**config.mk**
```make
export PLATFORM = sky130hd
export DESIGN_NAME = knn_scan_controller
export DESIGN_NICKNAME = d
export VERILOG_FILES = /design/src/rtl/knn_scan_controller.sv
export SDC_FILE = /design/constraint.sdc
export NUM_CORES = 1
export LEC_CHECK = 0
export BUFFER_PORTS_ARGS = -buffer_cell sky130_fd_sc_hd__buf_2
export CELL_PAD_IN_SITES_DETAIL_PLACEMENT = 0
export CELL_PAD_IN_SITES_GLOBAL_PLACEMENT = 1
export CORE_MARGIN = 2
export CORE_UTILIZATION = 38
export DETAILED_ROUTE_END_ITERATION = 8
export PLACE_DENSITY_LB_ADDON = 0.15
export RECOVER_POWER = 50
export SLEW_MARGIN = 20
export SYNTH_ARGS = -nofsm -noshare
export SYNTH_HDL_FRONTEND = slang
export SYNTH_SLANG_ARGS = --single-unit
```
**constraint.sdc**
```tcl
create_clock -name i_clk -period 2.6 [get_ports i_clk]
set_input_delay 0.13 -clock i_clk [delete_from_list [all_inputs] [get_ports i_clk]]
set_output_delay 0.13 -clock i_clk [all_outputs]
set_load 0.005 [all_outputs]
```
**src/rtl/knn_scan_controller.sv**
```systemverilog
// knn_scan_controller: scans the point RAM one point per cycle against a latched
// query and keeps a sorted list of the K nearest points (index and squared distance).
module knn_scan_controller #(
    parameter int unsigned N_POINTS = 64,
    parameter int unsigned ADDR_W   = 6,
    parameter int unsigned K        = 3,
    parameter int unsigned DIST_W   = 18
) (
    input  logic                  i_clk,
    input  logic                  i_rst,
    input  logic                  i_start,
    input  logic [7:0]            i_x_in,
    input  logic [7:0]            i_y_in,
    output logic                  o_mem_rd_en,
    output logic [ADDR_W-1:0]     o_mem_addr,
    input  logic [7:0]            i_mem_x,
    input  logic [7:0]            i_mem_y,
    output logic [7:0]            o_eng_x_in,
    output logic [7:0]            o_eng_y_in,
    output logic [7:0]            o_eng_x_mem,
    output logic [7:0]            o_eng_y_mem,
    input  logic [DIST_W-1:0]     i_eng_dist,
    output logic                  o_busy,
    output logic                  o_done,
    output logic [K*ADDR_W-1:0]   o_nn_idx,
    output logic [K*DIST_W-1:0]   o_nn_dist,
    output logic [K-1:0]          o_nn_valid
);

    typedef enum logic [1:0] {StIdle, StScan, StDrain, StDone} state_e;

    state_e              r_state;
    state_e              w_state_next;
    logic [ADDR_W-1:0]   r_addr;
    logic                r_drain;
    logic                r_v0;
    logic [ADDR_W-1:0]   r_idx0;
    logic                r_v1;
    logic [ADDR_W-1:0]   r_idx1;
    logic [7:0]          r_qx;
    logic [7:0]          r_qy;
    logic [7:0]          r_mx;
    logic [7:0]          r_my;
    logic [ADDR_W-1:0]   r_nn_idx   [K];
    logic [DIST_W-1:0]   r_nn_dist  [K];
    logic [K-1:0]        r_nn_valid;

    logic                w_accept;
    logic                w_last_addr;
    logic [K-1:0]        w_le;
    logic [ADDR_W-1:0]   w_new_idx  [K];
    logic [DIST_W-1:0]   w_new_dist [K];
    logic [K-1:0]        w_new_valid;

    assign w_accept    = (r_state == StIdle) && i_start;
    assign w_last_addr = (r_addr == ADDR_W'(N_POINTS - 1));

    // State register
    always_ff @(posedge i_clk or negedge i_rst) begin
        if (!i_rst) begin
            r_state <= StIdle;
        end else begin
            r_state <= w_state_next;
        end
    end

    // Next-state logic: DRAIN lasts two cycles to flush the read and operand stages
    always_comb begin
        w_state_next = r_state;
        unique case (r_state)
            StIdle:  if (i_start) w_state_next = StScan;
            StScan:  if (w_last_addr) w_state_next = StDrain;
            StDrain: if (r_drain) w_state_next = StDone;
            StDone:  w_state_next = StIdle;
            default: w_state_next = StIdle;
        endcase
    end

    // FSM-decoded outputs
    always_comb begin
        o_mem_rd_en = (r_state == StScan);
        o_busy      = (r_state == StScan) || (r_state == StDrain);
        o_done      = (r_state == StDone);
    end

    // Address counter and drain-cycle toggle; the counter holds at the last address
    always_ff @(posedge i_clk or negedge i_rst) begin
        if (!i_rst) begin
            r_addr  <= '0;
            r_drain <= 1'b0;
        end else begin
            if (w_accept) begin
                r_addr <= '0;
            end else if ((r_state == StScan) && !w_last_addr) begin
                r_addr <= r_addr + 1'b1;
            end
            r_drain <= (r_state == StDrain) ? ~r_drain : 1'b0;
        end
    end

    // Query latch and read/operand pipeline (v0: read in flight, v1: operands valid)
    always_ff @(posedge i_clk or negedge i_rst) begin
        if (!i_rst) begin
            r_qx   <= '0;
            r_qy   <= '0;
            r_mx   <= '0;
            r_my   <= '0;
            r_v0   <= 1'b0;
            r_idx0 <= '0;
            r_v1   <= 1'b0;
            r_idx1 <= '0;
        end else begin
            if (w_accept) begin
                r_qx <= i_x_in;
                r_qy <= i_y_in;
            end
            r_v0   <= (r_state == StScan);
            r_idx0 <= r_addr;
            r_v1   <= r_v0;
            if (r_v0) begin
                r_mx   <= i_mem_x;
                r_my   <= i_mem_y;
                r_idx1 <= r_idx0;
            end
        end
    end

    // Sorted insertion: w_le is a thermometer over the valid prefix, so the first
    // slot with w_le=0 takes the candidate and everything below it shifts down.
    // Using <= keeps an earlier index ahead of a later one on equal distance.
    always_comb begin
        for (int j = 0; j < K; j++) begin
            w_le[j]        = r_nn_valid[j] && (r_nn_dist[j] <= i_eng_dist);
            w_new_idx[j]   = r_nn_idx[j];
            w_new_dist[j]  = r_nn_dist[j];
            w_new_valid[j] = r_nn_valid[j];
        end
        if (!w_le[0]) begin
            w_new_idx[0]   = r_idx1;
            w_new_dist[0]  = i_eng_dist;
            w_new_valid[0] = 1'b1;
        end
        for (int j = 1; j < K; j++) begin
            if (!w_le[j]) begin
                if (w_le[j-1]) begin
                    w_new_idx[j]   = r_idx1;
                    w_new_dist[j]  = i_eng_dist;
                    w_new_valid[j] = 1'b1;
                end else begin
                    w_new_idx[j]   = r_nn_idx[j-1];
                    w_new_dist[j]  = r_nn_dist[j-1];
                    w_new_valid[j] = r_nn_valid[j-1];
                end
            end
        end
    end

    // Top-K list: cleared on start, updated once per valid operand pair
    always_ff @(posedge i_clk or negedge i_rst) begin
        if (!i_rst) begin
            r_nn_valid <= '0;
            for (int j = 0; j < K; j++) begin
                r_nn_idx[j]  <= '0;
                r_nn_dist[j] <= '0;
            end
        end else if (w_accept) begin
            r_nn_valid <= '0;
        end else if (r_v1) begin
            r_nn_valid <= w_new_valid;
            for (int j = 0; j < K; j++) begin
                r_nn_idx[j]  <= w_new_idx[j];
                r_nn_dist[j] <= w_new_dist[j];
            end
        end
    end

    // Flatten the neighbour list, slot 0 in the LSBs
    always_comb begin
        o_nn_idx  = '0;
        o_nn_dist = '0;
        for (int j = 0; j < K; j++) begin
            o_nn_idx[j*ADDR_W +: ADDR_W]  = r_nn_idx[j];
            o_nn_dist[j*DIST_W +: DIST_W] = r_nn_dist[j];
        end
    end

    assign o_nn_valid  = r_nn_valid;
    assign o_mem_addr  = r_addr;
    assign o_eng_x_in  = r_qx;
    assign o_eng_y_in  = r_qy;
    assign o_eng_x_mem = r_mx;
    assign o_eng_y_mem = r_my;

endmodule

```
Word-level counts from Yosys, hierarchy flattened

Cells that the tools add are included.
Widths: inputs -> output; s select.

Word-level logic and storage cells: 74
Flip-flop bits (word level): 130

Eq/ne operators: 10
Bitwise logic cells: 5
Reduce and logical (&&, ||, !) cells: 17
Magnitude comparators: 3
$add $sub $neg: 1
Muxes and demuxes: 18

Operators by type and width:

| operator            | number |
|---|---|
| $le 18x18->1        | 3 |
| $mux 18             | 2 |
| $mux 6              | 4 |
| $reduce_and 3->1    | 4 |
| $ne 2x2->1 const B  | 5 |
| $pmux 2 s4          | 1 |
| $add 6x1->6 const B | 1 |
| $eq 6x6->1 const B  | 1 |
| $mux 1              | 6 |
| $mux 2              | 3 |
| $mux 3              | 2 |
| $reduce_and 2->1    | 3 |
| $logic_and 1x1->1   | 5 |
| $not 1->1           | 5 |
| $eq 2x2->1 const B  | 2 |
| $reduce_bool 2->1   | 2 |
| $eq 2x1->1 const B  | 1 |
| $logic_not 2->1     | 1 |
| $ne 2x1->1 const B  | 1 |
| $logic_not 1->1     | 1 |
| $logic_or 1x1->1    | 1 |

Depth between registers and ports, before layout

Gate-level depths: netlist of the first run.

Depth in word-level cells: 6
Depth in mapped cells: 10
Gate-level depth less buffers: 8

Worst setup path before layout of the first run

OpenSTA, ideal clock, no wires.

Kind: register -> register
From: register r_nn_dist, in the netlist o_nn_dist[34]
To: register r_nn_dist, in the netlist o_nn_dist[51]
Period minus slack after synthesis: 2540 ps
Slack: 60 ps
Buffers on the path: 1
Arrival time: 2416 ps
Cell stages (with the launch flop): 9
Cells stage by stage: dfrtp_1 ha_1 nand4_1 or4_4 a31o_4 a31oi_4 buf_6 o221ai_1 mux2_2

Word-level cells in the longest chain between the ends: 3

RTL lines:

| what                             | RTL line | RTL |
|---|---|---|
| start: declaration               | 45       | `logic [DIST_W-1:0] r_nn_dist [K];` |
| start signal: indexed assignment | 172      | `r_nn_dist[j] <= w_new_dist[j];` |
| $le 18x18->1                     | 133      | `w_le[j] = r_nn_valid[j] && (r_nn_dist[j] <= i_eng_dist);` |
| $logic_and 1x1->1                | 133      |  |
| $mux 18                          | 145      | `if (w_le[j-1]) begin` |

No other way between the ends.
A chain may end at the register's enable or synchronous reset.

Worst setup path in the final report of the first run

From: input i_eng_dist[16]
To: register r_nn_dist, in the netlist o_nn_dist[45]

Word-level cells in the longest chain between the ends: 4

RTL lines:

| what                       | RTL line | RTL |
|---|---|---|
| start: declaration         | 22       | `input logic [DIST_W-1:0] i_eng_dist,` |
| $le 18x18->1               | 133      |  |
| $logic_and 1x1->1          | 133      |  |
| $not 1->1 (no line)        | --       |  |
| $reduce_and 3->1 (no line) | --       |  |

Parallel ways exist; a longest one is shown, timed or not.

==> results.toml, run 1 <==
[status]
status = "complete, but fails checks"
violations = "capacitance limit, slew limit, setup timing"

[timing]
setup_viol = 24
worstMarginPinSlew_ps = 1720
slew_violations = 68
relSlewSlack_pct = -14.6
timing_hold_violations_final = 0
rsz0062_at_grt = "true"
finalCriticalPeriod_ps = 2670
setup_ws_ps = -66.8
fin_crit_sh_pct = 103
fmax_mhz = 375
skew_ps = 7.90

[finish]
drive_gt1_share_pct = 37.1
postLayoutCellArea_um2 = 10200
diodes = 0
area_delta_synth_final_pct = 43.2
final_core_util_pct = 55.2
nets = 1073

[place]
gp_congestion = 0.879
dpl_cell_area_um2 = 8580
io_buffers = 168
pre_cts_ws_ps = -124
dp_hpwl_mm = 15.6

[floorplanning]
row_count = 50
start_util_pct = 38.5
die_h_um = 141
core-area_um2 = 18600
die-area_um2 = 19900
die_w_um = 141
ios = 169

[synth]
synth_area_leaders = "dfrtp_1 (45%), mux2_2 (11%), ha_1 (10%)"
synth-xor-area-share_pct = 0.612
avgSynthCellArea_um2 = 10.3
synth_nets = 807
synthMuxAreaShare_pct = 11.3
ys_ff_latch = 130
yosysTopAreaCellShare_pct = 45.5
async_flop_share_pct = 100
ys_seq_area_share_pct = 45.5
synth_top_family_by_area = "simple AND/OR/NAND/NOR gates"
yosys.area_share.simple_pct = 15.4
synth_edf_count = 0
synth_top_area_cell = "dfrtp_1"
yosys-top-cells-count = "dfrtp_1 (130), nand2_1 (111), mux2_2 (70)"
synthFlopType = "dfrtp_1"
syn_inst = 694
synth_compound_area_share_pct = 12.4
ys.warnings.count = 0
synthAdderAreaFrac_pct = 10.5
synth_area_um2 = 7160
synth.distinct_cells = 47
yosysMostFrequentCell = "dfrtp_1"

[pwr]
clockPowerShare_pct = 19.2
switching_share_pct = 39.9
internal_power_mw = 8.22
pwr-share-seq_pct = 28.8
p_per_area_nw_per_um2 = 1340
vdd_drop_max_mv = 0.639
switchingPower_mw = 5.46
combinationalPowerShare_pct = 52.0
leakage_nw = 4.87

[cts]
htreeDepth = 4
clkTransAtPathRegs_ps = 60
tritoncts = "done"
ctsLongestPathBuffers = 2
numClockSinks = 130
clock_latency_ps = 420
cts_buffers = 17
cts-root-buf = "clkbuf_16"

[detailed_routing]
vias = 6514
firstDrtPassIters = 5
via_per_inst = 5.40
ant_nets = 0
drt_iter0_drc = 384
drc = 0
post_drt_wl_per_cell_um = 19.3
wl_mm = 23.3

[global_routing]
first_global_vias = 6698
antenna_found_initial = 1
grt_pass1_wl_mm = 35.3
gr-total-overflow = 0
grtUsageTotal_pct = 22.6
grt_max_degree = 68

[worst_setup_path]
crit_path_start_kind = "input port"
arrival_ps = 2970
crit_required_ps = 2900
path_buf_inv = 5
cp_max_fo = 6
cp_top_family = "buffers and inverters"
end_kind = "flip-flop"
crit_slowest_cell = "dlygate4sd3_1"
slowest_delay_ps = 530
path_cells = "dlygate4sd3_1 > buf_4 > inv_2 > ha_4 > nand4_1 > nor4_4 > o21ai_1 > o211a_1 > a21oi_4 > buf_6 > buf_12 > mux2_4"
worstSetupPathType = "input port to flip-flop"

[flow_run]
maxCapViolations = 1

[worst_hold_path]
min_path_type = "input port to flip-flop"
[what timing repair did]
item	CTS	global route
resized for setup	2	95
pin swaps	3	16
gates cloned	0	4
buffers inserted	1	13
setup endpoints to repair	26	73
endpoints found under the hold margin	109	0
hold buffers	45	0
[layer usage]
layer  GRT usage [%]  vias up  wire length (µm)
met4            8.26        0               497
met5               0        -                 0
met1            28.3     3219              9910
met2            38.0      215             11400
met3            5.30       35              1450
li1                -     3045                 -
[layout by cell type, fill, tap and decap left out, types with 4 or more instances in the layout]
cell	count
nand4_1	13
a21oi_1	19
clkbuf_1	31
ha_1	47
buf_4	55
inv_1	19
nand2_1	111
nor3_1	26
inv_6	5
nand2b_1	24
xor2_1	4
buf_6	8
mux2_2	47
mux2_4	23
dlygate4sd3_1	45
nand3_1	27
ha_4	13
o221ai_2	9
nor2b_1	4
o21ai_0	31
o221ai_1	14
clkbuf_16	19
a21o_1	7
buf_12	7
inv_2	8
a31oi_1	25
dfrtp_1	128
nor2_1	13
buf_2	132
[cells by family after synthesis]
kind of cell,after synthesis
multiplexers,72
AO/OA/AOI/OAI,127
adder cells (fa/ha/maj),60
buffers and inverters,66
AND/OR/NAND/NOR,234
flip-flops,130
XOR/XNOR,5
[per-stage QoR]
step | TNS [ps] | total power, mW | std cells | hold WS, ps
detailed placement | -2250 | 10.1 | 1113 | 176
CTS | -63.9 | 12.8 | 1191 | 0.890
floorplan | 0 | 7.34 | 694 | -166
global route | -3520 | 14.7 | 1207 | 10.6
finish | -1180 | 13.7 | 1207 | 15.3
global placement | -3010 | 9.87 | 1113 | 171
[registers in the layout, summed over array words and instances (netlist names), 3 cells and up]
signal / flops
o_nn_valid: 3
o_eng_y_in: 8
r_idx0: 6
o_nn_dist: 54
o_mem_addr: 6
o_nn_idx: 18
o_eng_x_mem: 8
r_idx1: 6
o_eng_x_in: 8
o_eng_y_mem: 8
[worst paths after layout]
kind                                 from            end  slack, ps  cells past startpoint
setup / recovery           i_eng_dist[16]  o_nn_dist[45]        -70                     12
hold / removal              i_eng_dist[4]   o_nn_dist[4]         20                      2
setup reg to reg            o_nn_dist[52]  o_nn_dist[45]        -60                      9
hold reg to reg                   r_drain        r_drain        420                      1
max in group asynchronous           i_rst   o_nn_idx[13]        380                      3
min in group asynchronous           i_rst   o_nn_dist[9]        670                      2
[cell type report]
class	instances	area (µm²)
timing repair buffer	286	1980
inverter	27	101
multi-input combinational	498	3970
fill	1676	8330
sequential	130	3260
clock buffer	17	425
clock inverter	15	218
tap	234	293
[worst register-to-register path, cell delays in order, from the launching register on]
cell and delay (ps):
dfrtp_1 430, ha_4 290, nand4_1 250, nor4_4 420, o21ai_1 140, o211a_1 200
a21oi_4 230, buf_6 140, buf_12 140, mux2_4 300
[power by group through the flow]
stage	clock [mW]	combinational, mW	sequential, mW
after floorplan	0	3.55	3.79
after global placement	0	6.01	3.86
after detailed placement	0	6.18	3.90
after CTS	2.67	6.26	3.89
after global routing	2.76	7.85	4.09
final	2.63	7.12	3.94
No activity file was read; power rests on OpenSTA's default activity.
==> run 2, diff against run 1 <==
--- a/config.mk
+++ b/config.mk
@@ -7,9 +7,9 @@
 export LEC_CHECK = 0
 export BUFFER_PORTS_ARGS = -buffer_cell sky130_fd_sc_hd__buf_2
 export CELL_PAD_IN_SITES_DETAIL_PLACEMENT = 0
-export CELL_PAD_IN_SITES_GLOBAL_PLACEMENT = 1
+export CELL_PAD_IN_SITES_GLOBAL_PLACEMENT = 2
 export CORE_MARGIN = 2
-export CORE_UTILIZATION = 38
+export CORE_UTILIZATION = 30
 export DETAILED_ROUTE_END_ITERATION = 8
 export PLACE_DENSITY_LB_ADDON = 0.15
 export RECOVER_POWER = 50
==> results.toml, run 2 (same netlist as run 1, synthesis figures left out) <==
[status]
status = "complete, but fails checks"
violations = "setup timing"

[detailed_routing]
firstDrtPassIters = 4
drc = 0
vias = 6397
wl_mm = 24.4
ant_nets = 0
post_drt_wl_per_cell_um = 19.0
drt_iter0_drc = 305
via_per_inst = 4.99

[worst_hold_path]
min_path_type = "input port to flip-flop"

[timing]
fmax_mhz = 375
timing_hold_violations_final = 0
setup_ws_ps = -67.0
fin_crit_sh_pct = 103
skew_ps = 12.0
worstMarginPinSlew_ps = 1270
setup_viol = 23
finalCriticalPeriod_ps = 2670
whs_ps = 3.45
slew_violations = 0
relSlewSlack_pct = 15.0
rsz0062_at_grt = "true"

[worst_setup_path]
regToRegSetupSlack_ps = -70
crit_slowest_cell = "or4_4"
path_cells = "ha_4 > nand4_1 > or4_4 > a31o_4 > a31oi_4 > buf_12 > clkbuf_16 > o221ai_2 > mux2_4"
crit_required_ps = 2910
crit_path_start_kind = "flip-flop"
worstSetupPathType = "flip-flop to flip-flop"
end_kind = "flip-flop"
arrival_ps = 2980
slowest_delay_ps = 590
path_buf_inv = 2
cp_top_family = "simple AND/OR/NAND/NOR gates"
cp_max_fo = 6

[cts]
clkTransAtPathRegs_ps = 70
ctsLongestPathBuffers = 2
clock_latency_ps = 430
numClockSinks = 130
htreeDepth = 4
cts-root-buf = "clkbuf_16"
tritoncts = "done"
cts_buffers = 17

[floorplanning]
die_h_um = 158
core-area_um2 = 23500
ios = 169
die_w_um = 158
row_count = 56
die-area_um2 = 25100
start_util_pct = 30.5

[place]
gp_congestion = 0.825
dpl_cell_area_um2 = 8720
io_buffers = 168
dp.cells = 1200
dp_hpwl_mm = 16.8
pre_cts_ws_ps = -80.2

[global_routing]
gr-total-overflow = 0
grtUsageTotal_pct = 19.6
grt_max_degree = 50
antenna_found_initial = 1
grt_pass1_wl_mm = 37.2
first_global_vias = 6620

[pwr]
leakage_nw = 4.85
p_per_area_nw_per_um2 = 1340
vdd_drop_max_mv = 0.607
p_total_mw = 13.7

[finish]
largest_reg_flops = 54
nets = 1063
fin_cells = 1283
layout_commonest_cell = "buf_2"
drive_gt1_share_pct = 37.5
final_cell_mix = "buf_2 (147), dfrtp_1 (129), nand2_1 (111)"
postLayoutCellArea_um2 = 10200
area_delta_synth_final_pct = 43.0

[flow_run]
maxCapViolations = 0
run 2: per-layer routing:
layer / part of all wire, % / GRT usage, % / wire length (µm)
met5: 0 / 0 / 0
met4: 1.6 / 6.13 / 399
met3: 5.7 / 4.65 / 1390
met2: 49 / 32.8 / 11900
met1: 44 / 25.1 / 10700
run 2: final cells by class:
type / count / area (µm²)
tap: 319 / 399
sequential: 130 / 3250
fill: 2275 / 13200
clock buffer: 17 / 425
multi-input combinational: 498 / 3960
clock inverter: 15 / 180
antenna: 1 / 2.50
timing repair buffer: 276 / 1910
inverter: 27 / 101
run 2: stage by stage:
stage               util, %  setup TNS (ps)
global route           43.6           -3620
global placement       37.2           -2040
CTS                    42.1            -204
finish                 43.6            -941
detailed placement     37.2           -2040
floorplan                 -               0
run 2: repair_timing:
action,CTS,global route
gates resized for setup,7,68
setup endpoints to repair,68,73
pin swaps,2,31
buffers inserted,1,1
hold buffers,45,0
endpoints found under the hold margin,86,0
gates cloned,1,2
run 2: power breakdown:
| part | switching (mW) | internal (mW) | total, mW |
|---|---|---|---|
| Combinational | 3.62 | 3.70 | 7.31 |
| Clock | 1.14 | 1.30 | 2.45 |
| Sequential | 0.910 | 3.01 | 3.92 |
| Total | 5.67 | 8.01 | 13.7 |
run 2: worst paths after layout:
check                                    from      endpoint  cells after the start
worst max-delay path            o_nn_dist[33]  o_nn_idx[13]                      9
worst min-delay path            i_eng_dist[4]  o_nn_dist[4]                      2
worst max register to register  o_nn_dist[33]  o_nn_idx[13]                      9
worst min register to register        r_drain       r_drain                      1
max in group asynchronous               i_rst     r_idx1[3]                      3
min in group asynchronous               i_rst  o_nn_dist[9]                      2
==> run 3, diff against run 2 <==
--- a/config.mk
+++ b/config.mk
@@ -11,6 +11,7 @@
 export CORE_MARGIN = 2
 export CORE_UTILIZATION = 30
 export DETAILED_ROUTE_END_ITERATION = 8
+export MAX_ROUTING_LAYER = met4
 export PLACE_DENSITY_LB_ADDON = 0.15
 export RECOVER_POWER = 50
 export SLEW_MARGIN = 20
==> results.toml, run 3 (same netlist as run 1, synthesis figures left out) <==
[floorplanning]
core-area_um2 = 23500
die-area_um2 = 25100
die_w_um = 158
row_count = 56
die_h_um = 158
start_util_pct = 30.5
ios = 169

[detailed_routing]
ant_nets = 0
via_per_inst = 4.97
wl_mm = 24.3
firstDrtPassIters = 4
drc = 0
post_drt_wl_per_cell_um = 18.9
drt_iter0_drc = 313
vias = 6377

[timing]
tns_ps = -114
slew_violations = 0
fmax_mhz = 381
relSlewSlack_pct = 14.6
finalCriticalPeriod_ps = 2620
skew_ps = 8.90
setup_ws_ps = -22.9
setup_viol = 8
rsz0062_at_grt = "true"
fin_crit_sh_pct = 101
worstMarginPinSlew_ps = 1280
whs_ps = 9.72
timing_hold_violations_final = 0

[global_routing]
grtUsageTotal_pct = 20.3
grt_pass1_wl_mm = 37.3
first_global_vias = 6620
antenna_found_initial = 1
grt_max_degree = 50
gr-total-overflow = 0

[pwr]
vdd_drop_max_mv = 0.604
clockPowerShare_pct = 18.2
combinationalPowerShare_pct = 52.7
pwr-share-seq_pct = 29.1
leakage_nw = 4.80
switching_share_pct = 41.4
switchingPower_mw = 5.56
internal_power_mw = 7.87
p_per_area_nw_per_um2 = 1330

[cts]
htreeDepth = 4
cts-root-buf = "clkbuf_16"
ctsLongestPathBuffers = 2
clkTransAtPathRegs_ps = 70
numClockSinks = 130
tritoncts = "done"
cts_buffers = 17
clock_latency_ps = 430

[worst_setup_path]
worstSetupPathType = "flip-flop to flip-flop"
crit_required_ps = 2910
cp_max_fo = 6
slowest_delay_ps = 560
crit_slowest_cell = "or4_4"
end_kind = "flip-flop"
r2r-start = "o_nn_dist[29]"
path_cells = "ha_4 > nand4_1 > or4_4 > a31o_4 > a31oi_4 > buf_12 > clkbuf_16 > o221ai_2 > mux2_4"
crit_path_start_kind = "flip-flop"
arrival_ps = 2930
crit_path_start = "o_nn_dist[29]"

[finish]
nets = 1063
num-fill-cells = 2297
largest_reg_flops = 54
layout_commonest_cell = "buf_2"
drive_gt1_share_pct = 36.4
multi_input_area_um2 = 3890
regArea_um2 = 3250
area_delta_synth_final_pct = 41.3
final_cell_mix = "buf_2 (143), dfrtp_1 (129), nand2_1 (111)"

[place]
io_buffers = 168
gp_congestion = 0.838
dp_hpwl_mm = 16.8

[status]
violations = "setup timing"
status = "complete, but fails checks"

[flow_run]
maxCapViolations = 0

[worst_hold_path]
min_path_type = "input port to flip-flop"
min-delay-start = "i_eng_dist[4]"
-- run 3: changes by cell type in the layout (fill, tap and decap cells not counted), moves of 2 or more --
cell,change
buf_2,-4
mux2_2,+2
buf_8,-2
mux2_4,-2
o221ai_4,-2
clkbuf_1,+5
a31oi_2,-2
buf_4,+3
a31oi_4,-2
a31oi_1,+4
-- run 3: timing repair --
action	4_1_cts	5_1_grt
hold buffers	45	0
cloned	1	1
gates resized for setup	7	52
pin swaps	2	16
endpoints found under the hold margin	86	0
buffers inserted	1	2
setup endpoints to repair	68	73
-- run 3: worst max-delay path, delay by kind of cell (launching register included) --
kind,cells,cell delay (ps)
AO/OA/AOI/OAI,3,570
AND/OR/NAND/NOR,2,680
multiplexers,1,270
flip-flops,1,420
adder cells (fa/ha/maj),1,280
buffers and inverters,2,300
-- run 3: cell type report --
| cell class | instances | area share [%] |
|---|---|---|
| multi-input cells | 498 | 38.5 |
| flip-flops and latches | 130 | 32.2 |
| repair buffers | 276 | 18.4 |
| clock buffers | 17 | 4.21 |
| well taps | 319 | 3.95 |
| clock inverters | 15 | 1.78 |
| inverters | 27 | 1.00 |
| diodes | 1 | 0.0247 |
-- run 3: final timing paths --
| path | endpoint | slack, ps | depth (start not counted) |
|---|---|---|---|
| setup / recovery | o_nn_idx[13] | -20 | 9 |
| min in group asynchronous | o_nn_dist[9] | 530 | 2 |
| hold / removal | o_nn_dist[4] | 10 | 2 |
| setup reg to reg | o_nn_idx[13] | -20 | 9 |
| max in group asynchronous | r_idx1[3] | 420 | 3 |
| hold reg to reg | r_drain | 410 | 1 |
-- run 3: through the flow --
stage / setup WS [ps] / power [mW] / area [µm²] / util [%] / cells
finish: -22.9 / 13.4 / 10100 / 43.1 / 1283
global route: -101 / 14.5 / 10100 / 43.1 / 1283
CTS: -30.3 / 13.0 / 9870 / 42.1 / 1279
detailed placement: -80.2 / 10.2 / 8720 / 37.2 / 1200
global placement: -60.8 / 10.1 / 8720 / 37.2 / 1200
floorplan: 59.6 / 7.34 / 7160 / - / 694
-- run 3: power by group through the flow --
stage               clock, mW  sequential (mW)  combinational (mW)
floorplan                   0             3.79                3.55
global placement            0             3.88                6.18
detailed placement          0             3.92                6.32
CTS                      2.51             3.91                6.59
global route             2.61             4.06                7.82
finish                   2.44             3.91                7.07
-- run 3: per-layer routing --
metal  vias up  routed length [µm]  track usage (%)
met4         0                 470             6.01
met5         -                   0                -
met3        32                1330             4.55
met2       192               11800             32.7
met1      3140               10700             25.6
li1       3013                   -                -
